[src/rtl/dmem_arb_pkg.sv]
// dmem_arb_pkg: shared types, port indices and the address legality check
// used by the data-memory arbiter and its round-robin core.
package dmem_arb_pkg;

  typedef logic        u1;
  typedef logic [31:0] u32;

  localparam int PORT_CPU = 0;
  localparam int PORT_DBG = 1;

  // An access is legal when it is word aligned and its word index falls
  // inside the memory.
  function automatic u1 addr_legal(input u32 addr, input int unsigned depth);
    return (addr[1:0] == 2'b00) && (32'(addr[31:2]) < depth);
  endfunction

endpackage

[src/rtl/dmem_arbiter_rr_arb2.sv]
// rr_arb2: two-requester round-robin arbiter.
//   clk    system clock
//   reset  synchronous active-high; suppresses grants and points rr_ptr at port 0
//   req    request vector, bit index = port
//   gnt    one-hot (or zero) grant vector, combinational from req and rr_ptr
module rr_arb2
  import dmem_arb_pkg::*;
(
  input  logic       clk,
  input  logic       reset,
  input  logic [1:0] req,
  output logic [1:0] gnt
);

  // Port that wins when both request: 0 = CPU, 1 = debug.
  logic rr_ptr;

  always_comb begin
    gnt = 2'b00;
    if (!reset) begin
      if (req[PORT_CPU] && (!req[PORT_DBG] || (rr_ptr == 1'b0))) begin
        gnt[PORT_CPU] = 1'b1;
      end else if (req[PORT_DBG]) begin
        gnt[PORT_DBG] = 1'b1;
      end
    end
  end

  // After any grant, priority passes to the other port.
  always_ff @(posedge clk) begin
    if (reset) begin
      rr_ptr <= 1'b0;
    end else if (gnt[PORT_CPU]) begin
      rr_ptr <= 1'b1;
    end else if (gnt[PORT_DBG]) begin
      rr_ptr <= 1'b0;
    end
  end

endmodule

[src/rtl/dmem_arbiter.sv]
// dmem_arbiter: shares one data memory (sync write, combinational read)
// between the CPU port (p0) and the debug/loader port (p1).
//   clk, reset            clock and synchronous active-high reset
//   pN_req/we/addr/wdata  request from port N, held until pN_gnt
//   pN_gnt                access accepted this cycle (combinational)
//   pN_rvalid/err/rdata   registered response one cycle after the grant
//   mem_we/addr/wdata     memory write/address port
//   mem_rdata             combinational read data from memory
module dmem_arbiter
  import dmem_arb_pkg::*;
#(
  parameter int unsigned DEPTH  = 64,
  parameter int          DATA_W = 32
) (
  input  logic              clk,
  input  logic              reset,
  input  logic              p0_req,
  input  logic              p0_we,
  input  logic [31:0]       p0_addr,
  input  logic [DATA_W-1:0] p0_wdata,
  input  logic              p1_req,
  input  logic              p1_we,
  input  logic [31:0]       p1_addr,
  input  logic [DATA_W-1:0] p1_wdata,
  output logic              p0_gnt,
  output logic              p1_gnt,
  output logic              p0_rvalid,
  output logic              p1_rvalid,
  output logic [DATA_W-1:0] p0_rdata,
  output logic [DATA_W-1:0] p1_rdata,
  output logic              p0_err,
  output logic              p1_err,
  output logic              mem_we,
  output logic [31:0]       mem_addr,
  output logic [DATA_W-1:0] mem_wdata,
  input  logic [DATA_W-1:0] mem_rdata
);

  logic [1:0]        req;
  logic [1:0]        gnt;
  logic              sel_we;
  u32                sel_addr;
  logic [DATA_W-1:0] sel_wdata;
  logic              sel_legal;

  logic [1:0]             vld_p1;
  logic [1:0]             err_p1;
  logic [1:0][DATA_W-1:0] rdata_p1;

  assign req = {p1_req, p0_req};

  rr_arb2 u_arb (
    .clk   (clk),
    .reset (reset),
    .req   (req),
    .gnt   (gnt)
  );

  assign p0_gnt = gnt[PORT_CPU];
  assign p1_gnt = gnt[PORT_DBG];

  // Stage p0: route the granted port onto the memory bus; idle bus is all zero.
  always_comb begin
    sel_we    = 1'b0;
    sel_addr  = '0;
    sel_wdata = '0;
    if (gnt[PORT_CPU]) begin
      sel_we    = p0_we;
      sel_addr  = p0_addr;
      sel_wdata = p0_wdata;
    end else if (gnt[PORT_DBG]) begin
      sel_we    = p1_we;
      sel_addr  = p1_addr;
      sel_wdata = p1_wdata;
    end
  end

  assign sel_legal = addr_legal(sel_addr, DEPTH);
  // Illegal accesses still take the slot but must never reach the array.
  assign mem_we    = sel_we & sel_legal;
  assign mem_addr  = sel_addr;
  assign mem_wdata = sel_wdata;

  // Stage p1: response registers, loaded at the grant edge. A non-granted
  // port keeps its last rdata so a consumer can look at it late.
  always_ff @(posedge clk) begin
    if (reset) begin
      vld_p1   <= '0;
      err_p1   <= '0;
      rdata_p1 <= '0;
    end else begin
      for (int i = 0; i < 2; i++) begin
        vld_p1[i] <= gnt[i];
        err_p1[i] <= gnt[i] & ~sel_legal;
        if (gnt[i]) begin
          rdata_p1[i] <= (sel_legal && !sel_we) ? mem_rdata : '0;
        end
      end
    end
  end

  // A response is dropped if reset arrives in the cycle it is presented.
  assign p0_rvalid = vld_p1[PORT_CPU] & ~reset;
  assign p1_rvalid = vld_p1[PORT_DBG] & ~reset;
  assign p0_err    = err_p1[PORT_CPU] & ~reset;
  assign p1_err    = err_p1[PORT_DBG] & ~reset;
  assign p0_rdata  = rdata_p1[PORT_CPU];
  assign p1_rdata  = rdata_p1[PORT_DBG];

endmodule

[config.mk]
export PLATFORM = sky130hd
export DESIGN_NAME = dmem_arbiter
export DESIGN_NICKNAME = d
export VERILOG_FILES = /design/src/rtl/dmem_arb_pkg.sv /design/src/rtl/dmem_arbiter_rr_arb2.sv /design/src/rtl/dmem_arbiter.sv
export SDC_FILE = /design/constraint.sdc
export NUM_CORES = 1
export LEC_CHECK = 0
export CORE_AREA = 4 4 115 117
export CTS_BUF_LIST = sky130_fd_sc_hd__clkbuf_4 sky130_fd_sc_hd__clkbuf_8
export DETAILED_ROUTE_END_ITERATION = 10
export DIE_AREA = 0 0 119 121
export PLACE_DENSITY = 0.7
export RECOVER_POWER = 25
export SYNTH_ARGS = -nofsm -noshare
export SYNTH_HDL_FRONTEND = slang
export SYNTH_HIERARCHICAL = 1
export SYNTH_SLANG_ARGS = --single-unit
[constraint.sdc]
create_clock -name clk -period 2.4 [get_ports clk]
set_input_delay 0.48 -clock clk [delete_from_list [all_inputs] [get_ports clk]]
set_output_delay 0.48 -clock clk [all_outputs]
set_load 0.02 [all_outputs]
---- Yosys cells after proc, flatten, opt, wreduce, memory -nomap -nowiden ----
Cells that the tools add are included.
cells by class
  add/sub/neg operators ................... 0
  $mul .................................... 0
  divide/modulo/power cells ............... 0
  magnitude comparators ................... 1
  equality and inequality tests ........... 0
  shifts and indexed selects .............. 0
  mux-type cells .......................... 13
  bitwise operators ....................... 10
  reduce and logical (&&, ||, !) cells .... 8
operators by type and width
  cell                 number
  $mux 32              5
  $lt 30x7->1 const B  1
  $and 1x1->1          7
  $mux 1               7
  $logic_and 1x1->1    3
  $not 1->1            3
  $logic_not 1->1      2
  $logic_not 2->1      1
  $mux 2               1
  $reduce_bool 2->1    1
  $logic_or 1x1->1     1
word-level totals
  flip-flop bits (word level) ............. 69
  bits in latches ......................... 0
  memory bits (writable) .................. 0
  ROM bits ................................ 0
  bits of input ports ..................... 166
  output and inout port bits .............. 135
  memories kept ........................... 0

---- Logic depth before layout (Yosys ltp) ----
Gate-level depths: netlist (run 1).
  word-level depth ........................ 11
  depth in mapped cells ................... 10
  mapped depth without buffers ............ 7

---- Cells and area by module ----
Netlist (run 1), hierarchy kept.
by module, submodules not included
  module        times used  cells an instance  area an instance (um^2)
  dmem_arbiter  1           265                2,949.1
  rr_arb2       1           7                  61.3

---- Least setup slack after synthesis (run 1) ----
No wires, ideal clock.
  path type ............................... in2out
  from .................................... in p0_req
  to ...................................... out mem_wdata[10]
  data arrival time ....................... 2,390 ps
  data required time ...................... 1,920 ps
  slack ................................... -470 ps
  stages on the path ...................... 6
  path buffers ............................ 2
  cells stage by stage .................... nor2b_1 nor3b_1 nor2b_1 clkbuf_1 buf_1 a22o_1
on the way
  longest elaborated chain between the ends .. 5
  elaborated cells between the ends (all ways) .. 6
  those cells by class .................... 5 x mux; 1 x reduce/logical
ends and longest elaborated chain
  element            RTL line                    source
  start, declared    dmem_arbiter.sv:17          input logic p0_req,
  $logic_and 1x1->1  dmem_arbiter_rr_arb2.sv:21  if (req[PORT_CPU] && (!req[PORT_DBG] || (rr_ptr == 1'b0))) begin
  $mux 1             dmem_arbiter_rr_arb2.sv:21
  $mux 2             dmem_arbiter_rr_arb2.sv:20  if (!reset) begin
  net p1_gnt         dmem_arbiter.sv:26          output logic p1_gnt,
  $mux 32            dmem_arbiter.sv:71          end else if (gnt[PORT_DBG]) begin
  $mux 32            dmem_arbiter.sv:67          if (gnt[PORT_CPU]) begin
  end, declared      dmem_arbiter.sv:35          output logic [DATA_W-1:0] mem_wdata,
The timed path passes the listed nets, and every way through them passes these cells.

---- Worst setup path after layout (run 1) ----
  from .................................... reg u_arb.rr_ptr
  to ...................................... out mem_addr[24]
on the way
  longest elaborated chain between the ends .. 7
  elaborated cells between the ends (all ways) .. 8
  those cells by class .................... 5 x mux; 1 x bitwise; 2 x reduce/logical
ends and longest elaborated chain
  element                 RTL line                    source
  start, declared         dmem_arbiter_rr_arb2.sv:16  logic rr_ptr;
  start signal, assigned  dmem_arbiter_rr_arb2.sv:32  rr_ptr <= 1'b0;
  start signal, assigned  dmem_arbiter_rr_arb2.sv:34  rr_ptr <= 1'b1;
  start signal, assigned  dmem_arbiter_rr_arb2.sv:36  rr_ptr <= 1'b0;
  $not 1->1 (*)           dmem_arbiter_rr_arb2.sv:21
  $logic_or 1x1->1 (*)    dmem_arbiter_rr_arb2.sv:21
  $logic_and 1x1->1 (*)   dmem_arbiter_rr_arb2.sv:21
  $mux 1                  dmem_arbiter_rr_arb2.sv:21
  $mux 2 (*)              dmem_arbiter_rr_arb2.sv:20
  $mux 32                 dmem_arbiter.sv:71
  $mux 32 (*)             dmem_arbiter.sv:67
  end, declared           dmem_arbiter.sv:34          output logic [31:0] mem_addr,
Mark *: on every way between the ends. The rest lies on a longest branch, timed or not.

==> results of run 1 <==
-- power by group through the flow --
stage	clock (mW)	sequential [mW]	combinational, mW
2_1_floorplan	0	1.19	0.256
5_1_grt	1.02	1.16	0.879
6_report	0.940	1.16	0.835
3_5_place_dp	0	1.19	0.826
3_3_place_gp	0	1.19	0.825
4_1_cts	0.970	1.16	0.785
-- through the flow --
stage	power, mW	util, %	TNS [ns]
final	2.93	54.3	-4.50
after global routing	3.05	54.3	-9.16
after CTS	2.91	52.4	-0.177
after detailed placement	2.01	52.2	-72.70
after global placement	2.01	52.2	-69.35
after floorplan	1.45	-	-3.63
-- critical path: cells and delay by family (launching register included) --
family | cells | cell delay [ns]
simple gates | 1 | 0.27
compound gates | 2 | 0.22
flops | 1 | 0.37
buf+inv | 6 | 0.85
-- registers in the layout (all words and copies together) (netlist names) --
register,flops
p1_rdata,32
err_p1,2
p0_rdata,32
vld_p1,2
u_arb/rr_ptr,1
-- cell usage in the layout, fill, tap and decap left out, types with 2 or more instances in the layout --
| master | Yosys | final |
|---|---|---|
| dfxtp_1 | 69 | 68 |
| nor2_2 | 0 | 2 |
| nor4_1 | 9 | 6 |
| buf_6 | 2 | 6 |
| dlygate4sd2_1 | 0 | 19 |
| buf_4 | 0 | 74 |
| a22o_1 | 127 | 127 |
| o21ai_0 | 3 | 2 |
| nor2b_1 | 12 | 9 |
| clkbuf_4 | 0 | 4 |
| clkinv_4 | 0 | 2 |
| nor4_4 | 0 | 5 |
| clkdlybuf4s50_1 | 0 | 210 |
| clkbuf_16 | 0 | 2 |
| nor2b_4 | 0 | 2 |
| buf_2 | 1 | 18 |
| dlygate4sd3_1 | 0 | 2 |
| clkinv_2 | 0 | 3 |
| clkbuf_8 | 0 | 10 |
| buf_12 | 0 | 8 |
-- cell usage after synthesis, types with 2 or more instances --
master      n  area, µm²
a21oi_1     2       10.0
a22o_1    127       1110
buf_1       3       11.3
buf_6       2       22.5
buf_8       6       90.1
clkbuf_1   17       63.8
dfxtp_1    69       1380
nor2_1      3       11.3
nor2b_1    12       75.1
nor4_1      9       56.3
nor4_2      3       37.5
o21ai_0     3       15.0
-- per-layer routing --
layer,share of wire (%),vias to the layer above
met4,3.8,0
met5,0,-
met2,52,226
met1,35,1849
li1,-,1771
met3,8.6,37
-- repair_timing --
| item | in CTS | in global routing |
|---|---|---|
| pin swaps | 10 | 0 |
| cloned | 1 | 5 |
| endpoints found under the setup margin | 134 | 27 |
| setup buffers | 2 | 5 |
| resized for setup | 310 | 50 |
-- area by class of cell --
type	count	area share (%)
Multi-Input combinational cell	173	23.7
Clock inverter	6	0.932
Sequential cell	69	20.6
Timing Repair Buffer	348	49.5
Clock buffer	10	2.05
Tap cell	172	3.21
Inverter	1	0.0559
-- final timing paths --
path	startpoint	slack (ns)	cells after the start	to
setup / recovery	u_arb/rr_ptr$_SDFFE_PP0P_	-0.14	9	mem_addr[24]
hold / removal	p0_rdata[22]$_SDFFE_PP0P_	0.48	1	p0_rdata[22]$_SDFFE_PP0P_
setup reg to reg	u_arb/rr_ptr$_SDFFE_PP0P_	0.28	9	p0_rdata[2]$_SDFFE_PP0P_
hold reg to reg	p0_rdata[22]$_SDFFE_PP0P_	0.48	1	p0_rdata[22]$_SDFFE_PP0P_
-- cell families (layout without fill, tap and decap cells) --
group,count (synthesis),in the layout,share of synthesized area [%]
AOI/OAI and AO/OA,139,139,39.7
buffers and inverters,30,365,6.53
DFF,69,69,45.9
muxes,1,1,0.333
and+or+nand+nor,33,33,7.56
==> results.json, run 1 <==
{
  "cts_hold_buf": 0,
  "dp.cells": 752,
  "hold_violations": 0,
  "synth_enable_flop_cells": 0,
  "rows": 41,
  "syn_area_per_cell_um2": 11.1,
  "drtIter0Drc": 140,
  "grt_pass1_vias": 4030,
  "ir_drop_mv": 0.217,
  "p_per_area_nw_per_um2": 437,
  "htreeDepth": 3,
  "routed_wl_um": 15900,
  "num-nets-final": 768,
  "overflow": 0,
  "synth.distinct_cells": 28,
  "max_slew_margin_pct": 72.4,
  "viasPerCell": 4.98,
  "max_stage_delay_ns": 0.37,
  "area_delta_synth_final_pct": 123,
  "synthFlopType": "dfxtp_1",
  "yosys_warnings": 6,
  "crit_slowest_cell": "dfxtp_2",
  "multi_input_area_um2": 1590,
  "path_cells": "a211oi_4, buf_12, buf_4, buf_6, nor2b_4, buf_4, buf_12, a22o_1, buf_2",
  "rsz0062_at_grt": "yes",
  "instances_no_fill": 779,
  "post-place-ws_ns": -0.663,
  "setup_ws_ns": -0.139,
  "grt_pass1_wl_um": 22900,
  "cts_tree": "built",
  "layout.area.seq_um2": 1380,
  "dp_hpwl_um": 12200,
  "seqPwrFrac_pct": 39.5,
  "p_int_mw": 2.14,
  "dieHeight_um": 121,
  "final_area_um2": 6710,
  "p_sw_share_pct": 27.1,
  "postRouteAntennaNets": 0,
  "die_w_um": 119,
  "p_leak_nw": 2.77,
  "crit_arrival_ns": 2.06,
  "combPwrFrac_pct": 28.5,
  "cts_buffer_depth": 2,
  "filler_cell_count": 1094,
  "postSynthCellCount": 272,
  "ys_ff_latch": 69,
  "max_slew.worst_pin.slew_ns": 0.414,
  "io_buffers": 300,
  "grt_usage_pct": 20.2,
  "async_reset_ff_share_pct": 0,
  "ioPinCount": 301,
  "vias": 3883,
  "drv_cap": 0,
  "end_kind": "primary output",
  "dr.pass1.iters": 4,
  "syn_area_um2": 3010,
  "slew_violations": 0,
  "post_dp_cell_area_um2": 6460,
  "grt_max_degree": 39,
  "whs_ns": 0.477,
  "synth_nets": 438,
  "violations": "setup timing",
  "grtUsageMet3_pct": 6.90,
  "use_met1_pct": 21.0,
  "clk_root_buffer_cell": "clkbuf_8",
  "cts_sinks": 69,
  "die-area_um2": 14400,
  "cp_max_fo": 10,
  "gr-max-usage-layer": "met2",
  "start_kind": "register",
  "drc": 0,
  "clk_pin_slew_ns": 0.08,
  "fin_skew_ns": 0.00830,
  "clk_latency_ns": 0.34,
  "wl_per_cell_um": 20.4,
  "post-route-period-util_pct": 106,
  "synth_seq_area_share_pct": 45.9,
  "antenna_found_initial": 0,
  "crit_required_ns": 1.92,
  "met2_usage_pct": 37.1,
  "setup_viol": 57,
  "drive_gt1_share_pct": 25.5,
  "fmax_mhz": 394,
  "power_switching_uw": 795,
  "core-area_um2": 12400,
  "gp_congestion": 0.904,
  "cts_buffers": 9,
  "n_antenna_cell": 0,
  "worstHoldPathType": "reg -> reg",
  "status": "finished, violations left",
  "start_util_pct": 24.3,
  "min_period_ns": 2.54,
  "crit_type": "reg -> out",
  "power_frac_clock_pct": 32.0
}
No activity file was read; power rests on OpenSTA's default activity.
==> run 2: changes to the inputs <==
==> constraint.sdc (replaced) <==
create_clock -name clk -period 2.4 [get_ports clk]
set_input_delay 0.72 -clock clk [delete_from_list [all_inputs] [get_ports clk]]
set_output_delay 0.72 -clock clk [all_outputs]
set_load 0.02 [all_outputs]
==> run 2 against run 1 <==
The run still ends with setup timing left. Clock skew shrank 0.0018 ns. Sequential power is essentially flat. Sequential cell count is the same. Die area is the same. Hold slack gained 0.00098 ns. Register-to-register slack lost 0.16 ns. Maximum frequency shrank 12%. Total power grew 8.4%. Largest cell class unchanged.
==> results.json, run 2 (synthesis gave the netlist of run 1 again) <==
{
  "antenna_found_initial": 1,
  "io_buffers": 300,
  "multi_input_area_um2": 2140,
  "grt_usage_pct": 23.9,
  "clk_root_buffer_cell": "clkbuf_8",
  "ioPinCount": 301,
  "end_kind": "primary output",
  "dr.pass1.iters": 4,
  "hold_violations": 0,
  "viasPerCell": 4.91,
  "ir_drop_mv": 0.202,
  "setup_viol": 66,
  "clk_latency_ns": 0.34,
  "die-area_um2": 14400,
  "critical_path.startpoint": "reset",
  "crit_type": "in -> out",
  "worstHoldPathType": "reg -> reg",
  "cts_buffer_depth": 2,
  "cts_buffers": 9,
  "drive_gt1_share_pct": 42.8,
  "vias": 4081,
  "gr-max-usage-layer": "met2",
  "use_met1_pct": 25.1,
  "rrSetupSlack_ns": 0.12,
  "crit_arrival_ns": 2.15,
  "fin_skew_ns": 0.00652,
  "crit_required_ns": 1.68,
  "critical_path.reg2reg.startpoint": "u_arb/rr_ptr$_SDFFE_PP0P_",
  "fmax_mhz": 348,
  "cts_sinks": 69,
  "post-place-ws_ns": -1.45,
  "final_common_cell": "clkdlybuf4s50_1",
  "gp_congestion": 0.882,
  "met2_usage_pct": 42.9,
  "die_w_um": 119,
  "dp.cells": 785,
  "setup_ws_ns": -0.473,
  "overflow": 0,
  "htreeDepth": 3,
  "grtUsageMet3_pct": 8.11,
  "postRouteAntennaNets": 0,
  "max_slew_margin_pct": 77.5,
  "drtIter0Drc": 277,
  "status": "finished, violations left",
  "core-area_um2": 12400,
  "start_util_pct": 24.3,
  "drc": 0,
  "cts_tree": "built",
  "final_cell_mix": "clkdlybuf4s50_1, buf_6, dfxtp_1, buf_4, a22o_1",
  "layout.area.seq_um2": 1380,
  "min_period_ns": 2.87,
  "start_kind": "input pin",
  "post-route-period-util_pct": 120,
  "grt_pass1_wl_um": 26300,
  "area_delta_synth_final_pct": 173,
  "routed_wl_um": 18000,
  "instances_no_fill": 832,
  "violations": "setup timing",
  "rows": 41,
  "wl_per_cell_um": 21.7,
  "grt_max_degree": 33,
  "setup_tns_ns": -26.55,
  "dp_hpwl_um": 12600,
  "power_mw": 3.18,
  "worstHoldStart": "p0_rdata[30]$_SDFFE_PP0P_",
  "p_per_area_nw_per_um2": 388,
  "drv_cap": 0,
  "num-nets-final": 821,
  "cp_max_fo": 5,
  "dieHeight_um": 121,
  "p_leak_nw": 3.72,
  "filler_cell_count": 883,
  "rsz0062_at_grt": "yes",
  "grt_pass1_vias": 4465,
  "final_core_util_pct": 66.4,
  "slew_violations": 0,
  "max_slew.worst_pin.slew_ns": 0.337,
  "clk_pin_slew_ns": 0.07
}
## run 2: metal layers
metal / vias to the layer above / wire (µm)
met1: 1956 / 6300
met5: - / 0
met3: 37 / 1460
met4: 0 / 633
li1: 1879 / -
met2: 209 / 9650
## run 2: per-stage QoR
| step | hold WS, ns | instance area (µm²) |
|---|---|---|
| 5_1_grt | 0.500 | 8210 |
| 3_5_place_dp | 0.465 | 7250 |
| 2_1_floorplan | 0.611 | 3690 |
| 3_3_place_gp | 0.460 | 7250 |
| 6_report | 0.478 | 8210 |
| 4_1_cts | 0.482 | 8150 |
## run 2: final timing paths
kind | cells after the start | endpoint
worst min-delay path | 1 | p0_rdata[30]$_SDFFE_PP0P_
worst max-delay path | 11 | mem_addr[19]
worst min register to register | 1 | p0_rdata[30]$_SDFFE_PP0P_
worst max register to register | 12 | p0_rdata[23]$_SDFFE_PP0P_
## run 2: area by class of cell
type | instances | share of cell area [%]
Clock buffer | 12 | 2.01
Tap cell | 172 | 2.62
Antenna cell | 1 | 0.0305
Inverter | 1 | 0.0457
Multi-Input combinational cell | 173 | 26.0
Timing Repair Buffer | 401 | 52.2
Clock inverter | 3 | 0.244
Sequential cell | 69 | 16.8
## run 2: report_power, final
group | switching [mW] | total (mW) | internal, mW
sequential | 0.00604 | 1.16 | 1.15
combinational | 0.456 | 1.15 | 0.691
clock | 0.422 | 0.873 | 0.452
## run 2: what timing repair did
action | 4_1_cts | 5_1_grt
buffers inserted | 20 | 4
gates resized for setup | 474 | 58
cloned | 12 | 0
pin swaps | 17 | 34
hold buffers | 0 | 0
endpoints found under the setup margin | 135 | 129
## run 2: critical path, stage by stage
cell and delay, ns:
buf_8 0.10, buf_6 0.11, nor3b_4 0.21, buf_4 0.15
nor2b_4 0.16, buf_6 0.12, buf_6 0.10, buf_6 0.12
buf_16 0.12, a22o_4 0.12, buf_6 0.12
